**src/rtl/c2h_cmpt_gen.sv**
```systemverilog
// rtl/c2h_cmpt_gen.sv - C2H completion generator: turns accepted packet events into QDMA CMPT entries
module c2h_cmpt_gen #(
  parameter int QID_WIDTH   = 11,
  parameter int QUEUE_DEPTH = 16
) (
  input  logic                         clk,
  input  logic                         rst,
  input  logic                         pkt_valid,
  output logic                         pkt_ready,
  input  logic [QID_WIDTH-1:0]         pkt_qid,
  input  logic [15:0]                  pkt_len,
  input  logic                         pkt_err,
  output logic [511:0]                 c2h_cmpt_tdata,
  output logic [1:0]                   c2h_cmpt_size,
  output logic [15:0]                  c2h_cmpt_dpar,
  output logic                         c2h_cmpt_tvalid,
  input  logic                         c2h_cmpt_tready,
  output logic [10:0]                  c2h_cmpt_ctrl_qid,
  output logic [1:0]                   c2h_cmpt_ctrl_cmpt_type,
  output logic [15:0]                  c2h_cmpt_ctrl_wait_pld_pkt_id,
  output logic                         c2h_cmpt_ctrl_marker,
  output logic                         c2h_cmpt_ctrl_user_trig,
  output logic                         c2h_cmpt_ctrl_no_wrb_marker,
  output logic [2:0]                   c2h_cmpt_ctrl_col_idx,
  output logic [2:0]                   c2h_cmpt_ctrl_err_idx,
  output logic [2:0]                   c2h_cmpt_ctrl_port_id,
  output logic [$clog2(QUEUE_DEPTH):0] pending_cnt,
  output logic [31:0]                  cmpt_sent_cnt
);

  localparam int AW = $clog2(QUEUE_DEPTH);
  // Entry layout matches the low bits of tdata: {pkt_id, err, qid, len}
  localparam int EW = 44;

  logic          r_rdy_en;
  logic [15:0]   r_pkt_id;
  logic          r_stg_vld;
  logic [EW-1:0] r_stg;
  logic [EW-1:0] r_mem [QUEUE_DEPTH];
  logic [AW:0]   r_wr_ptr;
  logic [AW:0]   r_rd_ptr;
  logic          r_tvalid;
  logic [EW-1:0] r_out;
  logic [31:0]   r_sent;

  logic [10:0]   w_qid;
  logic [EW-1:0] w_entry_in;
  logic [AW:0]   w_count;
  logic          w_empty;
  logic          w_full;
  logic          w_near_full;
  logic          w_accept;
  logic          w_slot_free;
  logic          w_pop;

  assign w_qid      = 11'(pkt_qid);
  assign w_entry_in = {r_pkt_id, pkt_err, w_qid, pkt_len};
  assign w_count    = r_wr_ptr - r_rd_ptr;
  assign w_empty    = (r_wr_ptr == r_rd_ptr);
  assign w_full     = (r_wr_ptr[AW] != r_rd_ptr[AW]) && (r_wr_ptr[AW-1:0] == r_rd_ptr[AW-1:0]);
  // The capture stage always drains into the queue next edge, so it reserves a slot
  assign w_near_full = r_stg_vld && (w_count == (AW+1)'(QUEUE_DEPTH - 1));
  assign pkt_ready   = r_rdy_en && !w_full && !w_near_full;
  assign w_accept    = pkt_valid && pkt_ready;
  assign w_slot_free = !r_tvalid || c2h_cmpt_tready;
  assign w_pop       = !w_empty && w_slot_free;

  // Ready enable and pkt_id counter; entries are captured one cycle before entering the queue
  always_ff @(posedge clk or posedge rst) begin
    if (rst) begin
      r_rdy_en  <= 1'b0;
      r_pkt_id  <= 16'd1;
      r_stg_vld <= 1'b0;
      r_stg     <= '0;
    end else begin
      r_rdy_en  <= 1'b1;
      r_stg_vld <= w_accept;
      if (w_accept) begin
        r_stg    <= w_entry_in;
        r_pkt_id <= r_pkt_id + 16'd1;
      end
    end
  end

  // Queue storage, written from the capture stage
  always_ff @(posedge clk) begin
    if (r_stg_vld) r_mem[r_wr_ptr[AW-1:0]] <= r_stg;
  end

  // Queue pointers with an extra wrap bit
  always_ff @(posedge clk or posedge rst) begin
    if (rst) begin
      r_wr_ptr <= '0;
      r_rd_ptr <= '0;
    end else begin
      if (r_stg_vld) r_wr_ptr <= r_wr_ptr + 1'b1;
      if (w_pop)     r_rd_ptr <= r_rd_ptr + 1'b1;
    end
  end

  // Output slot: refill from the queue head whenever empty or being consumed
  always_ff @(posedge clk or posedge rst) begin
    if (rst) begin
      r_tvalid <= 1'b0;
      r_out    <= '0;
    end else if (w_slot_free) begin
      r_tvalid <= !w_empty;
      if (!w_empty) r_out <= r_mem[r_rd_ptr[AW-1:0]];
    end
  end

  // Completions accepted by QDMA
  always_ff @(posedge clk or posedge rst) begin
    if (rst)                                r_sent <= '0;
    else if (r_tvalid && c2h_cmpt_tready)   r_sent <= r_sent + 32'd1;
  end

  // Per-word odd parity over the output data
  always_comb begin
    c2h_cmpt_dpar = '0;
    for (int i = 0; i < 16; i++) c2h_cmpt_dpar[i] = ~^c2h_cmpt_tdata[32*i +: 32];
  end

  assign c2h_cmpt_tdata                = {{(512-EW){1'b0}}, r_out};
  assign c2h_cmpt_tvalid               = r_tvalid;
  assign c2h_cmpt_size                 = 2'b00;
  assign c2h_cmpt_ctrl_qid             = r_out[26:16];
  assign c2h_cmpt_ctrl_cmpt_type       = 2'b11;
  assign c2h_cmpt_ctrl_wait_pld_pkt_id = r_out[43:28];
  assign c2h_cmpt_ctrl_marker          = 1'b0;
  assign c2h_cmpt_ctrl_user_trig       = 1'b1;
  assign c2h_cmpt_ctrl_no_wrb_marker   = 1'b0;
  assign c2h_cmpt_ctrl_col_idx         = 3'd0;
  assign c2h_cmpt_ctrl_err_idx         = 3'd0;
  assign c2h_cmpt_ctrl_port_id         = 3'd0;
  assign pending_cnt                   = w_count;
  assign cmpt_sent_cnt                 = r_sent;

endmodule

```
**config.mk**
```make
export PLATFORM = sky130hd
export DESIGN_NAME = c2h_cmpt_gen
export DESIGN_NICKNAME = d
export VERILOG_FILES = /design/src/rtl/c2h_cmpt_gen.sv
export SDC_FILE = /design/constraint.sdc
export NUM_CORES = 1
export LEC_CHECK = 0
export CAP_MARGIN = 20
export CORE_MARGIN = 5
export CORE_UTILIZATION = 35
export DETAILED_ROUTE_END_ITERATION = 7
export PLACE_DENSITY_LB_ADDON = 0.25
export SYNTH_ARGS = -nofsm -noshare
export SYNTH_HDL_FRONTEND = slang
export SYNTH_SLANG_ARGS = --single-unit
export TNS_END_PERCENT = 100
```
**constraint.sdc**
```tcl
create_clock -name clk -period 14.4 [get_ports clk]
set_clock_uncertainty 0.05 [all_clocks]
set_input_delay 2.88 -clock clk [delete_from_list [all_inputs] [get_ports clk]]
set_output_delay 2.88 -clock clk [all_outputs]
set_load 0.005 [all_outputs]
```
==> results of run 1 <==
## cell usage in the layout, fill, tap and decap left out, drive strengths merged, types with 3 or more instances in the layout
master / synthesis / layout
bufinv: 0 / 6
o21ai: 4 / 4
edfxtp: 704 / 704
clkinvlp: 0 / 6
nor4b: 3 / 3
mux2: 89 / 89
nand4: 16 / 16
clkdlybuf4s50: 0 / 143
nor2: 30 / 30
clkbuf: 28 / 129
nor3: 10 / 10
clkinv: 0 / 28
and3: 5 / 5
conb: 2 / 499
nand2: 30 / 30
xnor2: 69 / 69
nor4: 8 / 8
inv: 17 / 20
xor2: 30 / 30
buf: 563 / 31
nand2b: 4 / 4
nand3: 14 / 14
mux4: 220 / 220
dfrtp: 148 / 148
ha: 11 / 11
## how the worst max path moves through the flow
stage,start,to,slack [ns],depth (start not counted)
after floorplan,rst,c2h_cmpt_tvalid,7.46,1
after global placement,r_rd_ptr[0],pkt_ready,7.70,9
after detailed placement,r_rd_ptr[0],pkt_ready,7.66,9
after CTS,r_rd_ptr[0],pkt_ready,6.94,9
after global routing,r_rd_ptr[0],pkt_ready,6.75,8
final,r_rd_ptr[0],pkt_ready,7.14,9
## worst max-delay path, cell delays in order, from the launching register on
cell and delay (ns):
dfrtp_4 0.96, ha_1 0.31, inv_1 0.06, fa_1 0.40, a21o_1 0.18, a21oi_1 0.16
xor2_1 0.13, nor4_4 0.84, nor2_1 0.12, clkdlybuf4s50_1 0.50
## logic make-up (layout without fill, tap and decap cells)
group	Yosys count	after routing
fa+ha+maj	12	12
other cells	2	499
mux	309	309
xor+xnor	99	99
buf+inv	608	363
simple gates	127	127
compound gates	8	8
flops	853	853
## report_power, final
part | leakage, nW | internal (mW) | switching, mW
Clock | 1.42 | 1.33 | 0.968
Combinational | 4.88 | 1.33 | 1.16
Sequential | 8.12 | 3.08 | 0.347
Total | 14.4 | 5.73 | 2.48
## layer usage
| layer | global-route usage (%) | vias up |
|---|---|---|
| li1 | - | 7008 |
| met1 | 16.9 | 8668 |
| met2 | 26.1 | 522 |
| met3 | 2.47 | 91 |
| met4 | 3.29 | 0 |
| met5 | 0 | - |
## area by class of cell
class                   count  area (um2)  area share [%]
flip-flops and latches    853       24900            60.5
clock inverters            43         465            1.13
inverters                  17        70.1           0.170
repair buffers            174        1700            4.13
clock buffers             129        2500            6.09
multi-input cells        1054        9740            23.7
well taps                1391        1740            4.23
## metrics by stage
| stage | hold WS (ns) | total power [mW] |
|---|---|---|
| 2_1_floorplan | 0.392 | 5.09 |
| 3_3_place_gp | 0.413 | 6.02 |
| 3_5_place_dp | 0.412 | 6.05 |
| 4_1_cts | 0.424 | 8.37 |
| 5_1_grt | 0.457 | 8.64 |
| 6_report | 0.424 | 8.21 |
## sequential cells by signal, indices dropped and copies added, names as in the netlist
name	cells
c2h_cmpt_tvalid	1
cmpt_sent_cnt	32
r_mem	704
r_out	44
r_pkt_id	16
r_rd_ptr	5
r_rdy_en	1
r_stg	44
r_stg_vld	1
r_wr_ptr	5
==> results.yml, run 1 <==
route:
  drc: 0
  met3_length_mm: 4.74
  dr_wl_met2_mm: 44.1
  via_count: 16289
  finalWirelength_mm: 81.2
  ant_nets: 0
  wl_met1_mm: 31.1
  routedWlPerCell_um: 22.2
  routed_via_density: 4.45
  dr.first_iter.drc_count: 1206
  dr.pass1.iters: 4
  dr.max_layer_used: "met4"
worst_setup_path:
  critPathArrivalTime_ns: 4.33
  critPathKind: "reg -> out"
  crit_required_ns: 11.47
  reg2reg_depth: 10
  r2r_setup_slack_ns: 9.93
  worstReg2RegEnd: "r_stg[15]"
  cp-end-kind: "output pin"
  path_max_fanout: 40
  cp-start-kind: "flop"
  rr_startpoint: "r_rd_ptr[0]"
logic_synthesis:
  async_reset_ff_share_pct: 17.5
  yosys_warnings: 0
  yosysSeqAreaShare_pct: 67.2
  synth_xor_area_share_pct: 2.36
  synth_top_area_cell: "edfxtp_1"
  yosys-top-cells-count: "704 x edfxtp_1, 526 x buf_4, 220 x mux4_2"
  ys_types: 41
  postSynthCellCount: 2018
  ys_top_cells_by_area: "edfxtp_1 57%, mux4_2 13%, buf_4 11%"
  ys_seq_elements: 853
  synthMuxAreaShare_pct: 16.3
  synth.avg_cell_area_um2: 18.3
  synth_flop_cell: "edfxtp_1"
  synth_fa_ha_area_share_pct: 0.426
  synth-simple-area-share_pct: 1.75
  synth.most_common_cell: "edfxtp_1"
  synth_compound_area_share_pct: 0.128
  synth_edf_count: 704
  synth_top_area_share_pct: 57.1
  synth_area_mm2: 0.0370
  synth_top_family_by_area: "multiplexers"
clock_tree:
  clkLatencyLatePin_ns: 0.65
  clockBufferDepth: 3
  htreeDepth: 3
  cts_tree: "built"
  post_cts_resized: 0
  cts_buffers: 91
  cts_setup_buffers: 0
  cts_sinks: 853
  clkTransAtPathRegs_ns: 0.06
  root_buffer: "clkbuf_16"
  hold_buffers: 0
cells_and_area:
  n_antenna_cell: 0
  final_nets: 2235
  fillCellCount: 9510
  final_cell_area_mm2: 0.0411
  areaGrowthSynthToFinish_pct: 11.0
  final_core_util_pct: 39.1
  instances_no_fill: 3661
  final_layout_size_suffix_gt1_share_pct: 21.5
timing:
  setup_tns_ns: 0
  tightest_slew_ns: 1.03
  drv_slew: 0
  rsz0062_at_grt: "no"
  period_share_pct: 50.4
  setup_violations: 0
  final.setup.worst_slack_ns: 7.14
  period_needed_ns: 7.26
  hold_viol_final: 0
  slew_headroom_pct: 31.5
  fmax_mhz: 138
hold_path:
  whs_path_depth: 1
  hold_start: "r_pkt_id[15]"
  whs_endpoint: "r_pkt_id[15]"
  hold_class: "reg -> reg"
place:
  placed_area_mm2: 0.0381
  dp_hpwl_mm: 44.8
  gp_congestion: 0.729
  dp_worst_setup_slack_ns: 7.66
  dp.cells: 3488
  port_buffers: 143
flow_run:
  drv_cap: 0
global_routing:
  grt-ovfl-total: 0
  grtUsageTotal_pct: 14.0
  grt_pass1_wl_mm: 117
  antenna_found_initial: 3
  grt_max_degree: 95
  grt_pass1_vias: 16898
power:
  peakVddDrop_v: 0.000208
  p_per_area_mw_per_mm2: 200
  p_leak_nw: 14.4
floorplan:
  row_count: 119
  die_area_mm2: 0.112
  initial_core_util_pct: 35.2
  die_y_um: 335
  coreArea_mm2: 0.105
  ios: 642
  die_w_um: 335
outcome:
  status: "finished, final reports clean"
Power figures use the tool's default switching activity.
==> run 2: changes to the inputs <==
==> constraint.sdc (replaced) <==
create_clock -name clk -period 7.39 [get_ports clk]
set_clock_uncertainty 0.05 [all_clocks]
set_input_delay 1.478 -clock clk [delete_from_list [all_inputs] [get_ports clk]]
set_output_delay 1.478 -clock clk [all_outputs]
set_load 0.005 [all_outputs]
==> results.yml, run 2 (synthesized netlist as in run 1, its figures left out) <==
floorplan:
  coreArea_mm2: 0.105
  row_count: 119
  die_w_um: 335
  die_area_mm2: 0.112
  die_y_um: 335
  initial_core_util_pct: 35.2
  ios: 642
timing:
  hold_viol_final: 0
  drv_slew: 0
  setup_violations: 0
  fmax_mhz: 178
  setup_tns_ns: 0
  period_needed_ns: 5.62
  period_share_pct: 76.0
  slew_headroom_pct: 29.6
  rsz0062_at_grt: "no"
  tightest_slew_ns: 1.06
route:
  ant_nets: 0
  finalWirelength_mm: 81.2
  via_count: 16250
  drc: 0
  dr.pass1.iters: 7
  routedWlPerCell_um: 22.2
  dr.first_iter.drc_count: 1184
  routed_via_density: 4.45
power:
  p_leak_nw: 14.5
  p_per_area_mw_per_mm2: 392
  peakVddDrop_v: 0.000462
clock_tree:
  cts_buffers: 86
  hold_buffers: 0
  clockBufferDepth: 3
  clkLatencyLatePin_ns: 0.65
  cts_setup_buffers: 0
  htreeDepth: 3
  post_cts_resized: 0
  clkTransAtPathRegs_ns: 0.06
  root_buffer: "clkbuf_16"
  cts_tree: "built"
  cts_sinks: 853
global_routing:
  antenna_found_initial: 1
  grt_max_degree: 55
  grt_pass1_wl_mm: 116
  grtUsageTotal_pct: 13.9
  grt_pass1_vias: 16847
  grt-ovfl-total: 0
worst_setup_path:
  path_max_fanout: 28
  critPathKind: "reg -> out"
  cp-start-kind: "flop"
  cp_top_family: "simple AND/OR/NAND/NOR gates"
  crit_required_ns: 5.86
  critPathArrivalTime_ns: 4.09
  rr_startpoint: "r_rd_ptr[3]"
  cp-end-kind: "output pin"
  critPathLaunch: "r_rd_ptr[0]"
  worst-path-buf-inv: 2
  critPathMaxStageDelay_ns: 0.84
  crit_path_top_delay_cell: "nor4_4"
  crit_path_cell_trace: "ha_1, inv_1, fa_1, a21o_1, a21oi_1, xor2_1, nor4_4, nor2_1, clkdlybuf4s50_1"
cells_and_area:
  mostFrequentLayoutCell: "edfxtp_1"
  areaGrowthSynthToFinish_pct: 11.4
  n_antenna_cell: 0
  mostFrequentLayoutCells: "704 x edfxtp_1, 499 x conb_1, 220 x mux4_2"
  largest_reg_flops: 704
  final_layout_size_suffix_gt1_share_pct: 22.1
  final_nets: 2233
  final_core_util_pct: 39.2
place:
  dp_hpwl_mm: 45.5
  port_buffers: 143
  gp_congestion: 0.745
hold_path:
  hold_class: "reg -> reg"
  hold_start: "cmpt_sent_cnt[31]"
outcome:
  status: "finished, final reports clean"
flow_run:
  drv_cap: 0
[run 2: cell types whose count changed in the layout (fill, tap and decap cells not counted), sizes merged]
cell      delta
buf          +3
bufinv       +9
clkbuf      -12
clkinv       -6
clkinvlp     -1
[run 2: per-stage QoR]
stage               hold WS, ns  cells  power (mW)  cell area, um2  worst slack, ns
finish                    0.429   3654        16.2           41200             1.77
global route              0.461   3654        17.0           41200             1.44
CTS                       0.433   3654        16.5           41200             1.63
detailed placement        0.419   3492        11.7           38100             2.35
global placement          0.412   3491        11.7           38100             2.29
floorplan                 0.392   2515        9.92           38900             1.86
[run 2: metal layers]
layer	GRT usage, %	vias up	part of all wire [%]
met5	0	-	0
met4	2.90	0	1.4
met3	2.48	86	5.8
met2	25.9	514	54
met1	16.9	8660	38
li1	-	6990	-
[run 2: power by group]
group          internal (mW)  switching (mW)  leakage [nW]  total, mW
Sequential              5.99           0.692          8.12       6.68
Clock                   2.84            1.85          1.49       4.69
Combinational           2.58            2.23          4.89       4.81
Total                   11.4            4.77          14.5       16.2
[run 2: path summary, 6_finish.rpt]
check	end	slack, ns	cells after the start
worst max-delay path	pkt_ready	1.77	9
worst min-delay path	cmpt_sent_cnt[31]	0.43	1
worst max register to register	r_stg[14]	3.00	8
worst min register to register	cmpt_sent_cnt[31]	0.43	1
max in group asynchronous	r_out[10]	4.78	3
min in group asynchronous	r_out[36]	1.22	2
[run 2: final cells by class]
type                       instances  area, um2
tap                             1391       1740
sequential                       853      24900
inverter                          17       70.1
timing repair buffer             177       1710
clock inverter                    45        687
multi-input combinational       1054       9740
fill                            9512      63900
clock buffer                     117       2410
